## config.mk

```make
export PLATFORM = sky130hd
export DESIGN_NAME = instr_fetch_stage_flat
export DESIGN_NICKNAME = d
export VERILOG_FILES = /design/src/rtl/instr_fetch_stage_if.sv /design/src/rtl/instr_fetch_stage.sv /design/src/flat_wrapper.sv
export SDC_FILE = /design/constraint.sdc
export NUM_CORES = 1
export LEC_CHECK = 0
export CAP_MARGIN = 25
export CORE_MARGIN = 5
export CORE_UTILIZATION = 45
export DETAILED_ROUTE_END_ITERATION = 6
export GPL_TIMING_DRIVEN = 0
export PLACE_DENSITY = 0.77
export SLEW_MARGIN = 30
export SYNTH_ARGS = -nofsm -noshare
export SYNTH_HDL_FRONTEND = slang
export SYNTH_SLANG_ARGS = --single-unit
export TNS_END_PERCENT = 1
```

## constraint.sdc

```tcl
create_clock -name clk -period 16.1 [get_ports clk]
set_input_delay 2.415 -clock clk [delete_from_list [all_inputs] [get_ports clk]]
set_output_delay 2.415 -clock clk [all_outputs]
set_load 0.05 [all_outputs]
```

## src/rtl/instr_fetch_stage_if.sv

```systemverilog
// Bundles the instruction-memory port, the redirect input and the decode-side
// output register of the fetch stage.
interface instr_fetch_if #(
  parameter int CNT_W = 32
);
  logic             imem_req;
  logic [31:0]      imem_addr;
  logic             imem_ack;
  logic [31:0]      imem_rdata;
  logic             redirect;
  logic [31:0]      redirect_pc;
  logic             instr_valid;
  logic             instr_ready;
  logic [31:0]      instr;
  logic [5:0]       op;
  logic [5:0]       funct;
  logic [31:0]      instr_pc;
  logic [31:0]      pc_plus4;
  logic [CNT_W-1:0] instr_cnt;

  modport master (
    output imem_req, imem_addr,
    input  imem_ack, imem_rdata,
    input  redirect, redirect_pc,
    output instr_valid,
    input  instr_ready,
    output instr, op, funct, instr_pc, pc_plus4, instr_cnt
  );

  modport slave (
    input  imem_req, imem_addr,
    output imem_ack, imem_rdata,
    output redirect, redirect_pc,
    input  instr_valid,
    output instr_ready,
    input  instr, op, funct, instr_pc, pc_plus4, instr_cnt
  );
endinterface

```

## src/rtl/instr_fetch_stage.sv

```systemverilog
// Fetch stage: owns the PC, issues one instruction-memory read at a time and
// holds the fetched word for decode behind a valid/ready handshake.
//
// state | meaning
// IDLE  | first cycle after reset, no request
// FETCH | request outstanding at pc_q
// FULL  | output register holds an instruction awaiting decode
// FLUSH | stale request outstanding; its data is dropped, then fetch at redir_q
module instr_fetch_stage #(
  parameter logic [31:0] RESET_PC = 32'h0000_0000,
  parameter int          CNT_W    = 32
) (
  input logic           clk,
  input logic           rst,
  instr_fetch_if.master bus
);

  typedef enum logic [1:0] {IDLE, FETCH, FULL, FLUSH} state_t;

  state_t           state_q, state_d;
  logic [31:0]      pc_q, pc_d;
  logic [31:0]      redir_q, redir_d;
  logic [31:0]      instr_q, instr_d;
  logic [31:0]      ipc_q, ipc_d;
  logic             valid_q, valid_d;
  logic [CNT_W-1:0] cnt_q, cnt_d;
  logic             req;
  logic [31:0]      target;

  assign target = bus.redirect_pc & 32'hFFFF_FFFC;

  always_ff @(posedge clk or posedge rst) begin
    if (rst) begin
      state_q <= IDLE;
      pc_q    <= RESET_PC;
      redir_q <= 32'h0;
      instr_q <= 32'h0;
      ipc_q   <= 32'h0;
      valid_q <= 1'b0;
      cnt_q   <= '0;
    end else begin
      state_q <= state_d;
      pc_q    <= pc_d;
      redir_q <= redir_d;
      instr_q <= instr_d;
      ipc_q   <= ipc_d;
      valid_q <= valid_d;
      cnt_q   <= cnt_d;
    end
  end

  always_comb begin
    state_d = state_q;
    pc_d    = pc_q;
    redir_d = redir_q;
    instr_d = instr_q;
    ipc_d   = ipc_q;
    valid_d = valid_q;
    cnt_d   = cnt_q;
    req     = 1'b0;
    case (state_q)
      IDLE: begin
        state_d = FETCH;
        if (bus.redirect) begin
          pc_d    = target;
          valid_d = 1'b0;
        end
      end
      FETCH: begin
        req = 1'b1;
        if (bus.redirect) begin
          // A same-cycle ack lets us drop the word and retarget immediately.
          if (bus.imem_ack) begin
            pc_d = target;
          end else begin
            redir_d = target;
            state_d = FLUSH;
          end
        end else if (bus.imem_ack) begin
          instr_d = bus.imem_rdata;
          ipc_d   = pc_q;
          pc_d    = pc_q + 32'd4;
          valid_d = 1'b1;
          state_d = FULL;
        end
      end
      FULL: begin
        if (bus.redirect) begin
          valid_d = 1'b0;
          pc_d    = target;
          state_d = FETCH;
        end else if (bus.instr_ready) begin
          valid_d = 1'b0;
          cnt_d   = cnt_q + CNT_W'(1);
          state_d = FETCH;
        end
      end
      FLUSH: begin
        req = 1'b1;
        if (bus.imem_ack) begin
          pc_d    = bus.redirect ? target : redir_q;
          state_d = FETCH;
        end else if (bus.redirect) begin
          redir_d = target;
        end
      end
      default: state_d = IDLE;
    endcase
  end

  assign bus.imem_req    = req;
  assign bus.imem_addr   = pc_q;
  assign bus.instr_valid = valid_q;
  assign bus.instr       = instr_q;
  assign bus.op          = instr_q[31:26];
  assign bus.funct       = instr_q[5:0];
  assign bus.instr_pc    = ipc_q;
  assign bus.pc_plus4    = ipc_q + 32'd4;
  assign bus.instr_cnt   = cnt_q;

endmodule

```

## src/flat_wrapper.sv

```systemverilog
// flat-port wrapper written by rule: the top's interface ports become plain ports
module instr_fetch_stage_flat 
#(
  parameter logic [31:0] RESET_PC = 32'h0000_0000,
  parameter int          CNT_W    = 32
)
  (clk, rst, bus_imem_req, bus_imem_addr, bus_imem_ack, bus_imem_rdata, bus_redirect, bus_redirect_pc, bus_instr_valid, bus_instr_ready, bus_instr, bus_op, bus_funct, bus_instr_pc, bus_pc_plus4, bus_instr_cnt);
  instr_fetch_if #(.CNT_W(CNT_W)) bus_i ();
  input logic clk;
  input logic rst;
  output wire logic [$bits(bus_i.imem_req)-1:0] bus_imem_req;
  output wire logic [$bits(bus_i.imem_addr)-1:0] bus_imem_addr;
  input wire logic [$bits(bus_i.imem_ack)-1:0] bus_imem_ack;
  input wire logic [$bits(bus_i.imem_rdata)-1:0] bus_imem_rdata;
  input wire logic [$bits(bus_i.redirect)-1:0] bus_redirect;
  input wire logic [$bits(bus_i.redirect_pc)-1:0] bus_redirect_pc;
  output wire logic [$bits(bus_i.instr_valid)-1:0] bus_instr_valid;
  input wire logic [$bits(bus_i.instr_ready)-1:0] bus_instr_ready;
  output wire logic [$bits(bus_i.instr)-1:0] bus_instr;
  output wire logic [$bits(bus_i.op)-1:0] bus_op;
  output wire logic [$bits(bus_i.funct)-1:0] bus_funct;
  output wire logic [$bits(bus_i.instr_pc)-1:0] bus_instr_pc;
  output wire logic [$bits(bus_i.pc_plus4)-1:0] bus_pc_plus4;
  output wire logic [$bits(bus_i.instr_cnt)-1:0] bus_instr_cnt;
  assign bus_imem_req = bus_i.imem_req;
  assign bus_imem_addr = bus_i.imem_addr;
  assign bus_i.imem_ack = bus_imem_ack;
  assign bus_i.imem_rdata = bus_imem_rdata;
  assign bus_i.redirect = bus_redirect;
  assign bus_i.redirect_pc = bus_redirect_pc;
  assign bus_instr_valid = bus_i.instr_valid;
  assign bus_i.instr_ready = bus_instr_ready;
  assign bus_instr = bus_i.instr;
  assign bus_op = bus_i.op;
  assign bus_funct = bus_i.funct;
  assign bus_instr_pc = bus_i.instr_pc;
  assign bus_pc_plus4 = bus_i.pc_plus4;
  assign bus_instr_cnt = bus_i.instr_cnt;
  instr_fetch_stage #(.RESET_PC(RESET_PC), .CNT_W(CNT_W)) u_core (.clk(clk), .rst(rst), .bus(bus_i));
endmodule
```

# Yosys cells after proc, flatten, opt, wreduce, memory -nomap -nowiden
# Index checks and enable logic that the tools add are counted.
# W data, S select, Z words.
# op_classes
muxes	25
n_bitwise	1
n_eq_ne	14
n_reduce_logical	11
addsub	3
# ops
cell	count
$mux W32	9
$pmux W32 S3	1
$add A32 B3 Y32 const B	2
$pmux W32 S2	1
$add A32 B1 Y32 const B	1
$ne A2 B2 Y1 const B	7
$mux W2	6
$ne A3 B3 Y1 const B	3
$reduce_and A3 Y1	3
$pmux W2 S4	1
$reduce_and A4 Y1	2
$mux W1	6
$reduce_and A5 Y1	1
$eq A2 B2 Y1 const B	2
$reduce_or A2 Y1	2
$pmux W1 S3	1
$reduce_bool A3 Y1	1
$eq A2 B1 Y1 const B	1
$logic_not A2 Y1	1
$ne A2 B1 Y1 const B	1
$reduce_bool A2 Y1	1
$not A1 Y1	1
# totals
in_bits	69
register_bits	163
out_inout_bits	174
wordCells	61

# Depth between registers and ports, before layout
# depth
depth_word	4
depth_mapped	8
ltp_nobuf	6

# Least setup slack after synthesis
# Ideal clock, no wire load.
# synth_path
path_kind	register -> output
startpoint	reg u_core.ipc_q[3], in the netlist u_core.bus.instr_pc[3]
endpoint	out bus_pc_plus4[26]
required_time_ns	13.685
n_path_buf	0
arrival_ns	2.667
stages_incl_launch_ff	7
slack_ns	11.018
cell_sequence	dfrtp_1 -> ha_1 -> nand3_1 -> nor3_2 -> and3_1 -> nand3_1 -> xnor2_1
# synth_between
elab_chain_cells	1
# synth_lines
element	line_no	text
from (decl)	instr_fetch_stage.sv:24	logic [31:0] ipc_q, ipc_d;
from (signal assigned)	instr_fetch_stage.sv:46	ipc_q <= ipc_d;
$add A32 B3 Y32	instr_fetch_stage.sv:118	assign bus.pc_plus4 = ipc_q + 32'd4;
to (decl)	flat_wrapper.sv:23	output wire logic [$bits(bus_i.pc_plus4)-1:0] bus_pc_plus4;
# No other way between the ends.

# Final worst setup path
# Ends and elaborated chain as after synthesis.

==> flow_results.xml <==
<?xml version="1.0" encoding="UTF-8"?>
<metrics>
  <group name="synth">
    <metric name="synthesis.instances" unit="">862</metric>
    <metric name="synth.top_cells.by_count" unit="">252 x nand2_1, 163 x dfrtp_1, 49 x xnor2_1</metric>
    <metric name="synth_sequential_area_ratio" unit="">0.505</metric>
    <metric name="synth_area_leader_cell" unit="">dfrtp_1</metric>
    <metric name="synth_top_area_frac" unit="">0.505</metric>
    <metric name="synthMostInstantiatedCell" unit="">nand2_1</metric>
    <metric name="yosys_warnings" unit="">0</metric>
    <metric name="synth_area" unit="um^2">8080</metric>
    <metric name="yosys_register_bits" unit="">163</metric>
    <metric name="ys_async_sr_fraction" unit="">1.00</metric>
    <metric name="synth_area_per_cell" unit="um^2">9.37</metric>
    <metric name="mappedNetlistNets" unit="">935</metric>
    <metric name="synthTopCellsByArea" unit="">dfrtp_1 50%, nand2_1 12%, xnor2_1 5.3%</metric>
    <metric name="netlist-cell-type-count" unit="">58</metric>
    <metric name="ys_dominant_reg_cell" unit="">dfrtp_1</metric>
    <metric name="synth-edff-count" unit="">0</metric>
  </group>
  <group name="clocking">
    <metric name="postCtsHoldBufs" unit="">0</metric>
    <metric name="worst_skew_pair.late_latency" unit="ns">0.43</metric>
    <metric name="postCtsSetupRepairBufs" unit="">0</metric>
    <metric name="htreeDepth" unit="">4</metric>
    <metric name="root_cell_of_the_clock_tree" unit="">clkbuf_16</metric>
    <metric name="cts_buffers" unit="">17</metric>
    <metric name="cts.repair.resized" unit="">0</metric>
    <metric name="ctsLongestPathBuffers" unit="">2</metric>
    <metric name="cts.clk_slew.worst_paths" unit="ns">0.07</metric>
    <metric name="clkSinkCount" unit="">163</metric>
    <metric name="cts_tree" unit="">done</metric>
  </group>
  <group name="worst_setup_path">
    <metric name="timing.critical_path.fanout_max" unit="">7</metric>
    <metric name="setup.worst_path.start_class" unit="">flip-flop</metric>
    <metric name="cp.arrival" unit="ns">3.30</metric>
    <metric name="path_class" unit="">flip-flop to output pin</metric>
    <metric name="timing.critical_path.required" unit="ns">13.69</metric>
    <metric name="setup.worst_path.end_class" unit="">output pin</metric>
    <metric name="worst-r2r-setup-slack" unit="ns">13.79</metric>
  </group>
  <group name="power">
    <metric name="cell_internal_power" unit="mW">1.01</metric>
    <metric name="p_per_cell_area" unit="nW/um^2">163</metric>
    <metric name="power_leakage" unit="nW">4.99</metric>
    <metric name="overall_power" unit="mW">1.86</metric>
    <metric name="clock_power_share" unit="">0.214</metric>
    <metric name="switching_share" unit="">0.459</metric>
    <metric name="seqPwrFrac" unit="">0.325</metric>
    <metric name="p_switching" unit="mW">0.853</metric>
    <metric name="peakVddDrop" unit="V">0.000109</metric>
    <metric name="p_comb_frac" unit="">0.461</metric>
  </group>
  <group name="sta">
    <metric name="timing_hold_violations_final" unit="">0</metric>
    <metric name="clock.fmax" unit="MHz">175</metric>
    <metric name="finalWorstSetupSlack" unit="ns">10.39</metric>
    <metric name="setup_viol_count_final" unit="">0</metric>
    <metric name="timing.final.max_slew_violations" unit="">0</metric>
    <metric name="min_period_over_period" unit="">0.355</metric>
    <metric name="slew_limit_headroom" unit="">0.512</metric>
    <metric name="timing.hold.ws" unit="ns">0.473</metric>
    <metric name="finalSetupTns" unit="ns">0</metric>
    <metric name="tmin_final" unit="ns">5.71</metric>
    <metric name="skew" unit="ns">0.0147</metric>
    <metric name="worst_slew_pin_slew" unit="ns">0.731</metric>
    <metric name="rsz0062_at_grt" unit="">no</metric>
  </group>
  <group name="final_layout">
    <metric name="layout-drive-gt1-share" unit="">0.0722</metric>
    <metric name="filler_cell_count" unit="">1505</metric>
    <metric name="area_growth_syn_to_layout" unit="%">40.9</metric>
    <metric name="n_antenna_cell" unit="">0</metric>
    <metric name="final-instance-count-excl-fill" unit="">1364</metric>
    <metric name="design_area" unit="um^2">11400</metric>
    <metric name="final_net_count" unit="">1195</metric>
    <metric name="postLayoutCoreUtil" unit="">0.638</metric>
  </group>
  <group name="floorplanning">
    <metric name="count_of_pins_on_the_block_boundary" unit="">243</metric>
    <metric name="width_of_the_die" unit="um">144</metric>
    <metric name="area_enclosed_by_the_die_boundary" unit="um^2">20700</metric>
    <metric name="core_area" unit="um^2">17800</metric>
    <metric name="initial_utilization" unit="">0.453</metric>
    <metric name="floorplan.die.height" unit="um">144</metric>
    <metric name="row_count" unit="">49</metric>
  </group>
  <group name="placement">
    <metric name="dp_worst_setup_slack" unit="ns">10.80</metric>
    <metric name="number_of_cells_in_the_design_after_placement" unit="">1332</metric>
    <metric name="finalWeightedCongestion" unit="">0.858</metric>
    <metric name="buffer_ports.inserted" unit="">240</metric>
    <metric name="dpl-instance-area" unit="um^2">10800</metric>
    <metric name="dp.final_hpwl" unit="um">17800</metric>
  </group>
  <group name="global_route">
    <metric name="grt_antenna_before_repair" unit="">0</metric>
    <metric name="grt_max_degree" unit="">88</metric>
    <metric name="globalRouteTotalUtil" unit="">0.224</metric>
    <metric name="grt_pass1_wl" unit="um">36800</metric>
    <metric name="grt-ovfl-total" unit="">0</metric>
    <metric name="vias_in_the_first_global_route" unit="">6780</metric>
  </group>
  <group name="route">
    <metric name="wirelength" unit="um">23700</metric>
    <metric name="vias_per_cell" unit="">5.33</metric>
    <metric name="remaining_drc_errors" unit="">0</metric>
    <metric name="drt_first_pass_iters" unit="">5</metric>
    <metric name="antenna_violating_nets_post_route" unit="">0</metric>
    <metric name="drt_iter0_drc" unit="">457</metric>
    <metric name="routed-via-count" unit="">7265</metric>
    <metric name="post_drt_wl_per_cell" unit="um">17.4</metric>
  </group>
  <group name="job">
    <metric name="maxCapViolCount" unit="">0</metric>
  </group>
  <group name="run_status">
    <metric name="status" unit="">finished, final reports clean</metric>
  </group>
  <group name="worst_hold_path">
    <metric name="hold_class" unit="">flip-flop to flip-flop</metric>
  </group>
</metrics>
power groups by stage:
| stage | clock (mW) | sequential [mW] | combinational, mW |
|---|---|---|---|
| finish | 0.398 | 0.603 | 0.858 |
| global placement | 0 | 0.605 | 0.853 |
| floorplan | 0 | 0.839 | 0.313 |
| CTS | 0.405 | 0.603 | 0.864 |
| detailed placement | 0 | 0.610 | 0.862 |
| global route | 0.423 | 0.618 | 0.899 |
worst max-delay path, cell delays in order (launching register included):
cell,delay [ns]
dfrtp_1,0.43
ha_1,0.23
nand3_1,0.27
nor3_2,0.51
and3_1,0.35
nand3_1,0.12
xnor2_1,0.14
clkdlybuf4s50_1,0.81
cell type report:
cell class,count,area [um^2],share of cell area
timing repair buffer,241,2430,0.213
inverter,9,42.5,0.00374
tap,229,287,0.0252
clock inverter,13,139,0.0122
sequential,163,4080,0.358
clock buffer,19,443,0.0389
multi-input combinational,630,3660,0.321
buffer,60,308,0.0270
registers in the layout (all words and copies together) (netlist names):
signal,cells
u_core.state_q,2
u_core.bus.instr_pc,32
u_core.bus.imem_addr,32
u_core.bus.instr_cnt,32
u_core.redir_q,32
u_core.bus.instr_valid,1
u_core.bus.instr,32
final timing paths:
kind | from | endpoint | cells past startpoint
max in group asynchronous | rst | u_core.redir_q[25]$_DFFE_PP0P_ | 3
min reg2reg | u_core.bus.instr[21]$_DFFE_PP0P_ | u_core.bus.instr[21]$_DFFE_PP0P_ | 2
min in group asynchronous | rst | u_core.bus.instr[8]$_DFFE_PP0P_ | 2
max | u_core.bus.instr_pc[3]$_DFFE_PP0P_ | bus_pc_plus4[26] | 7
min | u_core.bus.instr[21]$_DFFE_PP0P_ | u_core.bus.instr[21]$_DFFE_PP0P_ | 2
max reg2reg | u_core.state_q[0]$_DFFE_PP0P_ | u_core.bus.instr[12]$_DFFE_PP0P_ | 8
placed cells by master, fill, tap and decap left out, drive strengths merged, types with 4 or more instances in the layout:
master           n
nor2            36
o22ai            5
dfrtp          163
nand3           40
a22o             5
xnor2           49
and3            19
and4            12
clkdlybuf4s50  240
nand2          252
and2             6
buf             37
nand4           26
inv             15
xor2            11
a311oi           6
nor3            13
a21oi           27
ha               4
mux2            32
a2bb2oi         10
clkbuf          43
o311ai           5
o21ai           32
routing by layer:
metal  routed length [um]  vias up  GRT usage
met3                 1730       40     0.0463
met2                11100      307      0.355
met1                10400     3442      0.309
li1                     -     3476          -
met5                    0        -          0
met4                  584        0     0.0783
kinds of logic (layout without fill, tap and decap cells):
kind of cell | Yosys count | after routing | share of synthesized area
adder cells (fa/ha/maj) | 4 | 4 | 0.00620
flip-flops | 163 | 163 | 0.505
multiplexers | 34 | 34 | 0.0471
AO/OA/AOI/OAI | 114 | 114 | 0.0954
buffers and inverters | 69 | 342 | 0.0424
XOR/XNOR | 60 | 60 | 0.0651
AND/OR/NAND/NOR | 418 | 418 | 0.239
(Power assumes the default switching activity.)
